===== src/rtl/mc_result_bypass_source_pkg.sv =====
// Shared definitions for the multi-cycle result bypass source: state
// encodings, default widths and the destination record held per op.
package mc_result_bypass_source_pkg;

  localparam int REGSZ_DEF    = 64;
  localparam int MAX_WAIT_DEF = 63;

  localparam logic [1:0] MCB_IDLE = 2'd0;
  localparam logic [1:0] MCB_BUSY = 2'd1;
  localparam logic [1:0] MCB_DONE = 2'd2;

  typedef struct packed {
    logic       en0;
    logic [4:0] reg0;
    logic       en1;
    logic [4:0] reg1;
  } dest_t;

  // Port 1 wins architecturally when both ports name the same GPR.
  function automatic logic portsAlias(input dest_t d);
    return d.en0 && d.en1 && (d.reg0 == d.reg1);
  endfunction

endpackage


===== src/rtl/mc_result_bypass_source.sv =====
// Producer end of the GPR bypass/ownership interface for multi-cycle ops:
// holds one op, advertises ownership while pending, forwards port 0 when done.
module mc_result_bypass_source
  import mc_result_bypass_source_pkg::*;
#(
  parameter int REGSZ    = REGSZ_DEF,
  parameter int MAX_WAIT = MAX_WAIT_DEF
) (
  input  logic             clk,
  input  logic             reset,
  input  logic             in_valid,
  output logic             in_ready,
  input  logic             in_gpr0_en,
  input  logic [4:0]       in_gpr0_reg,
  input  logic             in_gpr1_en,
  input  logic [4:0]       in_gpr1_reg,
  input  logic             annul,
  input  logic             res_valid,
  input  logic [REGSZ-1:0] res_value0,
  input  logic [REGSZ-1:0] res_value1,
  output logic             out_valid,
  input  logic             out_ready,
  output logic             out_gpr0_en,
  output logic [4:0]       out_gpr0_reg,
  output logic             out_gpr1_en,
  output logic [4:0]       out_gpr1_reg,
  output logic [REGSZ-1:0] out_value0,
  output logic [REGSZ-1:0] out_value1,
  output logic [REGSZ-1:0] bypass,
  output logic [4:0]       bypass_reg,
  output logic             bypass_valid,
  output logic             writes_gpr0,
  output logic [4:0]       writes_gpr0_reg,
  output logic             writes_gpr1,
  output logic [4:0]       writes_gpr1_reg,
  output logic             timeout
);

  localparam int CW = (MAX_WAIT < 1) ? 1 : $clog2(MAX_WAIT + 1);
  localparam logic [CW-1:0] WAIT_LIMIT = CW'(MAX_WAIT);

  logic [1:0]       state_q, state_d;
  dest_t            dest_q, dest_d;
  logic [REGSZ-1:0] val0_q, val0_d;
  logic [REGSZ-1:0] val1_q, val1_d;
  logic [CW-1:0]    cnt_q, cnt_d;
  logic             timeout_q, timeout_d;
  logic             accept;
  dest_t            inDest;

  assign inDest   = '{en0: in_gpr0_en, reg0: in_gpr0_reg, en1: in_gpr1_en, reg1: in_gpr1_reg};
  assign in_ready = (state_q == MCB_IDLE) || ((state_q == MCB_DONE) && out_ready);
  assign accept   = in_valid && in_ready && !annul;

  // annul overrides every transition and discards any result arriving with it.
  always_comb begin
    state_d   = state_q;
    dest_d    = dest_q;
    val0_d    = val0_q;
    val1_d    = val1_q;
    cnt_d     = cnt_q;
    timeout_d = timeout_q;
    if (annul) begin
      state_d = MCB_IDLE;
    end else begin
      case (state_q)
        MCB_IDLE: begin
          if (accept) begin
            state_d = MCB_BUSY;
            dest_d  = inDest;
            cnt_d   = '0;
          end
        end
        MCB_BUSY: begin
          if (res_valid) begin
            state_d = MCB_DONE;
            val0_d  = res_value0;
            val1_d  = res_value1;
          end else begin
            if (cnt_q != WAIT_LIMIT) cnt_d = cnt_q + CW'(1);
            if (cnt_q >= WAIT_LIMIT - CW'(1)) timeout_d = 1'b1;
          end
        end
        MCB_DONE: begin
          if (out_ready) begin
            if (accept) begin
              state_d = MCB_BUSY;
              dest_d  = inDest;
              cnt_d   = '0;
            end else begin
              state_d = MCB_IDLE;
            end
          end
        end
        default: state_d = MCB_IDLE;
      endcase
    end
  end

  always_ff @(posedge clk or negedge reset) begin
    if (!reset) begin
      state_q   <= MCB_IDLE;
      dest_q    <= '0;
      val0_q    <= '0;
      val1_q    <= '0;
      cnt_q     <= '0;
      timeout_q <= 1'b0;
    end else begin
      state_q   <= state_d;
      dest_q    <= dest_d;
      val0_q    <= val0_d;
      val1_q    <= val1_d;
      cnt_q     <= cnt_d;
      timeout_q <= timeout_d;
    end
  end

  assign out_valid       = (state_q == MCB_DONE);
  assign out_gpr0_en     = dest_q.en0;
  assign out_gpr0_reg    = dest_q.reg0;
  assign out_gpr1_en     = dest_q.en1;
  assign out_gpr1_reg    = dest_q.reg1;
  assign out_value0      = val0_q;
  assign out_value1      = val1_q;
  assign writes_gpr0     = (state_q != MCB_IDLE) && dest_q.en0;
  assign writes_gpr0_reg = dest_q.reg0;
  assign writes_gpr1     = (state_q != MCB_IDLE) && dest_q.en1;
  assign writes_gpr1_reg = dest_q.reg1;
  assign bypass          = val0_q;
  assign bypass_reg      = dest_q.reg0;
  assign bypass_valid    = (state_q == MCB_DONE) && dest_q.en0 && !portsAlias(dest_q);
  assign timeout         = timeout_q;

endmodule


===== config.mk =====
export PLATFORM = sky130hd
export DESIGN_NAME = mc_result_bypass_source
export DESIGN_NICKNAME = d
export VERILOG_FILES = /design/src/rtl/mc_result_bypass_source_pkg.sv /design/src/rtl/mc_result_bypass_source.sv
export SDC_FILE = /design/constraint.sdc
export NUM_CORES = 1
export LEC_CHECK = 0
export ABC_AREA = 1
export BUFFER_PORTS_ARGS = -buffer_cell sky130_fd_sc_hd__buf_2
export CAP_MARGIN = 5
export CELL_PAD_IN_SITES_DETAIL_PLACEMENT = 1
export CELL_PAD_IN_SITES_GLOBAL_PLACEMENT = 1
export CORE_MARGIN = 2
export CORE_UTILIZATION = 33
export DETAILED_ROUTE_END_ITERATION = 6
export GPL_TIMING_DRIVEN = 0
export MAX_ROUTING_LAYER = met4
export PLACE_DENSITY = 0.8
export SLEW_MARGIN = 20
export SYNTH_ARGS = -nofsm -noshare
export SYNTH_HDL_FRONTEND = slang
export SYNTH_SLANG_ARGS = --single-unit

===== constraint.sdc =====
create_clock -name clk -period 1.67 [get_ports clk]
set_clock_uncertainty 0.1 [all_clocks]
set_input_delay 0.2505 -clock clk [delete_from_list [all_inputs] [get_ports clk]]
set_output_delay 0.2505 -clock clk [all_outputs]
set_load 0.1 [all_outputs]

==> reports/summary.txt <==
crit-path max FO -> 5
global-route wire length before repair -> 43.2 mm
First-pass DRT Iterations -> 4
Crit Path Class -> reg -> out
WP data required -> 1.32 ns
Pwr Density -> 2050 nW/um2
post-DP HPWL -> 17.7 mm
antenna-violating nets left -> 0
FILL cells -> 2447
Sink Count -> 149
M1 GR Usage -> 25.8%
Buffers & Inverters on Critical Path -> 3
die span in x -> 152 um
largest net degree at the start of global routing -> 88
die height -> 152 um
# H-tree levels -> 4
HP Class -> in -> reg
grt ovf -> 0
Longest Clk Path Bufs -> 2
Max Clk Rate -> 483 MHz
Worst setup EP type -> output pin
Core ar. -> 21600 um2
fin. max-slew vios -> 0
Final Setup Violations -> 10
Initial DRC Count -> 204
grt met2 use -> 46.9%
RSZ-0062 raised after global routing -> yes
leakage -> 6.72 nW
final std cells w/o fill -> 1608
Vias/cell -> 4.55
dpl cells -> 1411
CP peak stage delay -> 0.49 ns
Placer Congestion -> 0.774
final hold vios -> 0
cell area after layout -> 12400 um2
syn_nets -> 908
Synth cell types -> 23
# rows -> 54
full die area -> 23000 um2
post-synthesis register bit count -> 149
crit-path leading delay family -> flip-flops
Max-cap violations -> 0
peak supply drop -> 0.00110 V
failing checks -> negative setup slack
Crit-path slowest cell -> dfrtp_4
crit path DAT -> 1.72 ns
setup TNS -> -0.969 ns
sequential-to-total area share from yosys stat -> 51.8%
layout overhead on the synthesized area -> 72.5%
hold_ws -> 0.00485 ns
antenna violations before repair -> 4
CP startpoint kind -> flip-flop
Starting Density -> 33.3%
Final WS setup -> -0.400 ns
outcome -> finished, violations left
nets -> 1456
fin crit period -> 2.07 ns
Root Buffer -> clkbuf_16
Total GRT Usage -> 25.5%
period utilization -> 124%
Synth Cell Area -> 7190 um2
Slew @ Worst Pin -> 0.536 ns
headroom to the max-slew limit -> 64.5%
total I/O pin count -> 371
grt met3 use -> 5.51%
gr busiest metal -> met2
Clock Pin Slew Worst Setup and Hold Paths -> 0.07 ns
Mapped Cells -> 760
WL/cell -> 19.0 um
CTS Buf Count -> 17
clk_lat worst skew -> 0.42 ns
max reg flops -> 69
Vias -> 7324
CP cell instances -> buf_6, o21ai_1, nor2_1, nand3_1, nand2_2, clkinvlp_4, buf_12
DRC -> 0
Port Buf Inserts -> 370
Ys Warns -> 0
vias in the first global route -> 7905
dpl ws -> -0.108 ns
CTS tree -> yes
routed wire length -> 30.6 mm
share of layout cells above drive strength 1 -> 58.1%
Post-DP Area -> 9580 um2
syn avg cell area -> 9.46 um2
cells in the mapped netlist:
master / n / share of area [%]
dfrtp_1: 149 / 52
buf_6: 26 / 4.1
xor2_1: 1 / 0.12
nand3_4: 1 / 0.24
or2_2: 1 / 0.087
a31o_2: 1 / 0.12
nand3_2: 1 / 0.14
nand2_2: 1 / 0.087
nor2_1: 23 / 1.2
buf_2: 2 / 0.14
nand2_1: 159 / 8.3
o31ai_1: 1 / 0.10
o21ai_0: 32 / 2.2
nor2_4: 1 / 0.16
nand3_1: 7 / 0.49
clkbuf_1: 2 / 0.10
ha_1: 2 / 0.35
inv_2: 1 / 0.052
inv_1: 150 / 7.8
nor3_1: 2 / 0.14
buf_4: 79 / 8.2
a21oi_1: 8 / 0.56
o21ai_2: 110 / 13
final timing paths:
path / endpoint / slack, ns / depth (start not counted) / startpoint
setup / recovery: bypass_valid / -0.40 / 7 / bypass_reg[3]$_DFFE_PN0P_
hold reg to reg: out_value1[28]$_DFFE_PN0P_ / 0.38 / 2 / out_value1[28]$_DFFE_PN0P_
setup reg to reg: out_value1[24]$_DFFE_PN0P_ / 0.03 / 7 / state_q[0]$_DFFE_PN0P_
min in group asynchronous: out_value1[43]$_DFFE_PN0P_ / 0.27 / 2 / reset
max in group asynchronous: bypass[41]$_DFFE_PN0P_ / 0.35 / 3 / reset
hold / removal: out_value1[48]$_DFFE_PN0P_ / 0.005 / 3 / res_value1[48]
logic make-up (layout without fill, tap and decap cells):
| kind of cell | count (synthesis) | count (layout) | share of synthesized area, % |
|---|---|---|---|
| other | 0 | 7 | 0 |
| AND/OR/NAND/NOR | 196 | 196 | 10.8 |
| flip-flops | 149 | 149 | 51.8 |
| adder cells (fa/ha/maj) | 2 | 2 | 0.348 |
| XOR/XNOR | 1 | 1 | 0.122 |
| AO/OA/AOI/OAI | 152 | 152 | 16.4 |
| buffers and inverters | 260 | 821 | 20.4 |
power by group:
part / total [mW] / switching, mW / internal, mW / leakage [nW]
sequential: 5.46 / 0.819 / 4.64 / 1.78
clock: 4.01 / 1.66 / 2.35 / 0.286
combinational: 15.9 / 12.8 / 3.16 / 4.65
total: 25.4 / 15.3 / 10.2 / 6.72
layout make-up:
| type | count | area [um2] | share of cell area (%) |
|---|---|---|---|
| clock inverters | 12 | 143 | 1.15 |
| multi-input cells | 351 | 2100 | 16.9 |
| diodes | 7 | 17.5 | 0.141 |
| plain buffers | 109 | 960 | 7.74 |
| repair buffers | 529 | 3940 | 31.8 |
| clock buffers | 20 | 467 | 3.76 |
| well taps | 280 | 350 | 2.82 |
| inverters | 151 | 576 | 4.64 |
| flip-flops and latches | 149 | 3850 | 31.1 |
repair_timing:
item,4_1_cts,5_1_grt
hold buffers,135,2
setup buffers,9,11
resized for setup,140,79
endpoints found under the hold margin,195,2
pin swaps,8,9
endpoints found under the setup margin,75,168
gates cloned,0,1
per-stage QoR:
stage / util [%] / power, mW
final: 57.4 / 25.4
after CTS: 55.6 / 24.9
after global placement: 44.1 / 19.9
after global routing: 57.3 / 26.2
after detailed placement: 44.3 / 20.1
after floorplan: - / 17.8
worst reg2reg max path: stages, from the launching register on:
cell and delay (ns):
dfrtp_2 0.39, inv_2 0.05, buf_4 0.14, nor2_4 0.15, nand3_4 0.16, buf_8 0.21, buf_6 0.18, o21ai_2 0.17
layer usage:
layer	part of all wire, %	routed length (um)
met5	0	0
met3	5.1	1570
met2	56	17000
met1	35	10600
met4	4.4	1330
cells in the final DEF, fill, tap and decap left out, drive strengths merged:
cell         instances
o31ai                1
diode                7
bufinv               2
nand2              160
clkinvlp             5
nor3                 2
buf                482
a21oi                8
nand3                9
or2                  1
xor2                 1
nor2                24
dfrtp              149
a31o                 1
o21ai              142
clkbuf              39
dlygate4sd3        137
ha                   2
inv                154
clkinv               2
Note: power is estimated with default switching activity, not from simulation.
